[src/rtl/delay_pkg.sv]
// Shared definitions for the variable-delay line: FSM encodings and a
// constant-safe ceiling log2 used to size the delay-select field.
package delay_pkg;

   typedef enum logic {
      ST_RUN  = 1'b0,
      ST_FILL = 1'b1
   } state_e;

   // Returns at least 1 so a select field never collapses to zero width.
   function automatic int clog2(input int n);
      int r;
      r = 0;
      while ((1 << r) < n) begin
         r = r + 1;
      end
      if (r < 1) begin
         r = 1;
      end
      return r;
   endfunction

endpackage

[src/rtl/delay_stage.sv]
// One pipeline slot of the delay line: {data, valid} with clock enable and
// a flush that clears only the valid bit.
module delay_stage #(
   parameter int W = 8
) (
   input  logic         clk,
   input  logic         rst_n,
   input  logic         ce,
   input  logic         flush,
   input  logic [W:0]   d_in,
   output logic [W:0]   q_out
);

   logic [W:0] stage_d;
   logic [W:0] stage_q;

   // NOTE: every signal written in always_comb gets a default first, so no latch is inferred.
   always_comb begin
      stage_d = stage_q;
      if (ce) begin
         stage_d = d_in;
      end
      // Bit 0 is the valid flag; data bits are left alone on a flush.
      if (flush) begin
         stage_d[0] = 1'b0;
      end
   end

   // NOTE: sequential state uses non-blocking assignments only.
   always_ff @(posedge clk or negedge rst_n) begin
      if (!rst_n) begin
         stage_q <= '0;
      end else begin
         stage_q <= stage_d;
      end
   end

   assign q_out = stage_q;

endmodule

[src/rtl/var_delay.sv]
// Variable-length delay line: D_MAX CE-gated stages, a registered tap select,
// and a RUN/FILL FSM that reports the refill window after a delay change.
module var_delay
   import delay_pkg::*;
#(
   parameter  int W      = 8,
   parameter  int D_MAX  = 16,
   parameter  int D_INIT = 1,
   localparam int SW     = clog2(D_MAX + 1)
) (
   input  logic          CLK,
   input  logic          RST_N,
   input  logic          CE,
   input  logic [W-1:0]  I,
   input  logic          I_VLD,
   input  logic [SW-1:0] SEL,
   input  logic          SEL_LD,
   output logic [W-1:0]  O,
   output logic          O_VLD,
   output logic          BUSY,
   output logic          SEL_ERR
);

   logic [D_MAX-1:0][W:0] tap;

   state_e        state_d, state_q;
   logic [SW-1:0] cnt_d,   cnt_q;
   logic [SW-1:0] ds_d,    ds_q;
   logic          sel_err_d, sel_err_q;

   logic          sel_over;
   logic [SW-1:0] sel_clamped;
   logic [W:0]    tap_sel;

   for (genvar k = 0; k < D_MAX; k++) begin : g_stage
      logic [W:0] stage_in;
      if (k == 0) begin : g_head
         assign stage_in = {I, I_VLD};
      end else begin : g_tail
         assign stage_in = tap[k-1];
      end

      delay_stage #(
         .W (W)
      ) u_stage (
         .clk   (CLK),
         .rst_n (RST_N),
         .ce    (CE),
         .flush (SEL_LD),
         .d_in  (stage_in),
         .q_out (tap[k])
      );
   end

   assign sel_over    = (SEL > SW'(D_MAX));
   assign sel_clamped = sel_over ? SW'(D_MAX) : SEL;

   always_ff @(posedge CLK or negedge RST_N) begin
      if (!RST_N) begin
         state_q   <= ST_RUN;
         cnt_q     <= '0;
         ds_q      <= SW'(D_INIT);
         sel_err_q <= 1'b0;
      end else begin
         state_q   <= state_d;
         cnt_q     <= cnt_d;
         ds_q      <= ds_d;
         sel_err_q <= sel_err_d;
      end
   end

   // A load acts even while stalled; the fill count only advances on CE.
   always_comb begin
      state_d   = state_q;
      cnt_d     = cnt_q;
      ds_d      = ds_q;
      sel_err_d = sel_err_q;
      if (SEL_LD) begin
         ds_d      = sel_clamped;
         sel_err_d = sel_err_q | sel_over;
         if (sel_clamped == '0) begin
            state_d = ST_RUN;
            cnt_d   = '0;
         end else begin
            state_d = ST_FILL;
            cnt_d   = sel_clamped;
         end
      end else if (CE && (state_q == ST_FILL)) begin
         cnt_d = cnt_q - SW'(1);
         if (cnt_q == SW'(1)) begin
            state_d = ST_RUN;
         end
      end
   end

   always_comb begin
      tap_sel = '0;
      for (int k = 0; k < D_MAX; k++) begin
         if (ds_q == SW'(k + 1)) begin
            tap_sel = tap[k];
         end
      end

      // Zero delay bypasses the registers entirely.
      if (ds_q == '0) begin
         O     = I;
         O_VLD = I_VLD;
      end else begin
         O     = tap_sel[W:1];
         O_VLD = tap_sel[0];
      end

      BUSY    = (state_q == ST_FILL);
      SEL_ERR = sel_err_q;
   end

endmodule

[config.mk]
export PLATFORM = sky130hd
export DESIGN_NAME = var_delay
export DESIGN_NICKNAME = d
export VERILOG_FILES = /design/src/rtl/delay_pkg.sv /design/src/rtl/delay_stage.sv /design/src/rtl/var_delay.sv
export SDC_FILE = /design/constraint.sdc
export NUM_CORES = 1
export LEC_CHECK = 0
export CAP_MARGIN = 20
export CORE_MARGIN = 3
export CORE_UTILIZATION = 58
export CTS_BUF_LIST = sky130_fd_sc_hd__clkbuf_4 sky130_fd_sc_hd__clkbuf_8
export CTS_CLUSTER_DIAMETER = 200
export DETAILED_ROUTE_END_ITERATION = 12
export PLACE_DENSITY = 0.76
export SETUP_SLACK_MARGIN = 0.1
export SLEW_MARGIN = 20
export SYNTH_ARGS = -nofsm -noshare
export SYNTH_HDL_FRONTEND = slang
export SYNTH_SLANG_ARGS = --single-unit
export TNS_END_PERCENT = 20
[constraint.sdc]
create_clock -name CLK -period 2.4 [get_ports CLK]
set_input_delay 0.6 -clock CLK [delete_from_list [all_inputs] [get_ports CLK]]
set_output_delay 0.6 -clock CLK [all_outputs]
set_load 0.02 [all_outputs]
==> impl_results.md, run 1 <==
* Status: finished, violations left
* Violated checks: setup timing
* Critical Path Start Type: flop
* Routed len/inst at 21.6 microns
* Htree depth at 4
* Power, Total at 8640 uW
* FF+latch count, synth at 156
* Final min period at 3.06 ns
* Cells after synthesis at 656
* Peak VDD IR at 0.000730 V
* Setup crit end kind: output pin
* Num CTS Buffers at 17
* Layout cells sized above 1 at 45.3%
* Drt total wl at 21,100 microns
* Area delta synth->final at 26.0%
* PwrDens at 878 mW/mm^2
* List of most frequent post-synthesis cells: dfrtp_1 (155), mux2_2 (131), o21ai_0 (39)
* Post-Layout Cell Count at 977
* Drt drc at 0
* Critical Path Source: ds_q[0]
* Vias at 6,103
* Synth area leader: dfrtp_1
* Worst R2R Start: cnt_q[0]
* # nets final at 814
* DRT iter0 DRCs at 680
* RSZ-0062 raised after global routing: yes
* CTS tree: built
* Main flop type after synthesis: dfrtp_1
* Critical Path AT at 2.46 ns
* Initial antenna violation count at 0
* Worst setup margin at -0.660 ns
* Tcrit/Tclk final at 127%
* Area fraction of the dominant cell type after synthesis at 49.6%
* Total GRT Usage at 29.4%
* RR Endpoint: cnt_q[4]
* Worst min-delay path class: primary input to async pin
* Reg2reg path depth at 7
* First-pass GRT wire length at 33,300 microns
* Synthesized area per cell at 11.9 sq um
* PortBufs at 28
* Worst skew pair latency at 0.46 ns
* Worst reg-to-reg setup slack at 0.98 ns
* Initial core utilization at 60.7%
* Ys async rst share at 100%
* Fin Setup TNS at -5.41 ns
* Largest net degree at the start of global routing at 62
* Slew Viols, Final at 0
* Total grt overflow at 0
* Worst-Margin Slew at 0.498 ns
* Largest cells by area after synthesis: dfrtp_1 (50%), mux2_2 (19%), mux2i_1 (4.5%), o21ai_0 (2.5%), nor2_1 (1.8%)
* Placed Cells at 922
* Die Width at 122 microns
* CP Max Fanout at 8
* Antenna-violating nets left at 0
* CP Data Required Time at 1.80 ns
* Maximum clock rate at 0.327 GHz
* Final Hold Fails at 0
* Count of cell types in the netlist at 73
* Row count at 41
* Syn_nets at 676
* Slew HR at 66.8%
* Setup CP Type: flop to output pin
* # clock sinks at 156
* Max_cap viols at 0
* Io pins at 29
* Synthesis warning total at 0
* Post-synth EDFFs at 0
* DP HPWL at 14,300 microns
* DIE AREA at 0.0149 sq mm
* Register area share after synthesis at 50.0%
* Cell Area, Synth at 0.00781 sq mm
* Longest Clk Path Bufs at 2
* Clock root buffer: clkbuf_8
* Utilization after layout at 76.4%
* Routability congestion estimate at 0.910
* Leak pwr at 0.00428 uW
* Worst setup path end: O[5]
* Drt pass-1 iters at 5
* Worst Skew at 0.0101 ns
* Core footprint at 0.0129 sq mm
* Final setup vio count at 9
* Fillcell total at 815
* Most common cell in the synthesized netlist: dfrtp_1
* Height of the die at 122 microns
* ANT cells at 0
* Worst-path clk slew at 0.08 ns
* Vias per inst at 6.25
* Vias in the first global route at 6,306
==> worst max-delay path, stage by stage (launching register included) <==
cell and delay (ns):
dfstp_2 0.64, buf_4 0.16, nand3b_1 0.25, buf_4 0.24, o21ai_1 0.16, a22oi_1 0.12, nor2_1 0.17, o21bai_2 0.09
buf_4 0.16
==> power by group <==
| group | switching, uW | total [uW] | internal [uW] | leakage [uW] |
|---|---|---|---|---|
| registers | 710 | 4160 | 3450 | 0.00190 |
| logic | 983 | 2330 | 1350 | 0.00215 |
| clock network | 934 | 2150 | 1220 | 0.000225 |
==> cell usage in the layout, fill, tap and decap left out, types with 4 or more instances in the layout <==
master,n
clkinv_2,4
buf_6,11
nand3_1,12
nand3b_1,5
nand2b_1,9
a21oi_1,22
o21ai_1,9
buf_4,124
clkbuf_8,20
inv_1,9
bufinv_16,4
nor2_1,34
nor2_2,4
clkdlybuf4s50_1,17
o22ai_1,16
mux2i_1,30
o21ai_0,34
buf_12,11
a31oi_1,7
a211oi_1,4
a22oi_1,6
dfrtp_1,152
nor2b_1,5
o32ai_1,4
mux2_2,130
nand2_1,18
==> sequential cells by signal, indices dropped and copies added, names as in the netlist <==
name and flops:
g_stage.u_stage.q_out 144, cnt_q 5, ds_q 5, BUSY 1
SEL_ERR 1
==> cells by family after synthesis <==
family,share of synthesized area (%)
muxes,23.8
adders and majority gates,0.320
buffers and inverters,4.10
xor gates and xnor gates,0.449
DFF,50.0
and+or+nand+nor,9.19
AOI/OAI and AO/OA,12.2
==> through the flow <==
stage          hold WS, ns  cell area, sq um  setup WS (ns)
6_report            0.0727              9840         -0.660
5_1_grt             0.0905              9840         -0.712
4_1_cts             0.0808              9710         -0.599
3_5_place_dp         0.479              8990         -0.661
3_3_place_gp         0.458              8990         -0.639
2_1_floorplan        0.304              7830         0.0389
==> repair_timing <==
item	4_1_cts	5_1_grt
hold buffers	0	0
pin swaps	15	7
buffers inserted	18	7
gates resized for setup	85	21
endpoints found under the setup margin	9	9
==> final cells by class <==
type | count | area [sq um] | area share, %
Clock inverter | 8 | 140 | 1.42
Clock buffer | 22 | 290 | 2.95
Multi-Input combinational cell | 441 | 3760 | 38.2
Inverter | 11 | 41.3 | 0.420
Tap cell | 172 | 215 | 2.19
Sequential cell | 156 | 3910 | 39.7
Timing Repair Buffer | 167 | 1490 | 15.1
==> how the worst min path moves through the flow <==
| stage | depth (start not counted) | end | from |
|---|---|---|---|
| 2_1_floorplan | 0 | BUSY | RST_N |
| 3_3_place_gp | 1 | SEL_ERR | SEL_ERR |
| 3_5_place_dp | 1 | SEL_ERR | SEL_ERR |
| 4_1_cts | 1 | g_stage[4].u_stage.q_out[8] | RST_N |
| 5_1_grt | 1 | g_stage[4].u_stage.q_out[8] | RST_N |
| 6_report | 1 | g_stage[4].u_stage.q_out[8] | RST_N |
==> metal layers <==
metal | GRT usage [%] | routed length, microns | up-vias
li1 | - | - | 2696
met1 | 38.0 | 8540 | 3072
met2 | 48.4 | 10400 | 257
met3 | 6.13 | 1360 | 78
met4 | 12.6 | 829 | 0
met5 | 0 | 0 | -
Power figures use the tool's default switching activity.
==> run 2, diff against run 1 <==
--- a/config.mk
+++ b/config.mk
@@ -10,6 +10,7 @@
 export CORE_UTILIZATION = 58
 export CTS_BUF_LIST = sky130_fd_sc_hd__clkbuf_4 sky130_fd_sc_hd__clkbuf_8
 export CTS_CLUSTER_DIAMETER = 200
+export CTS_CLUSTER_SIZE = 40
 export DETAILED_ROUTE_END_ITERATION = 12
 export PLACE_DENSITY = 0.76
 export SETUP_SLACK_MARGIN = 0.1
==> results of run 2 <==
Same layout as run 1: the final DEF is identical, and so are final timing and power.
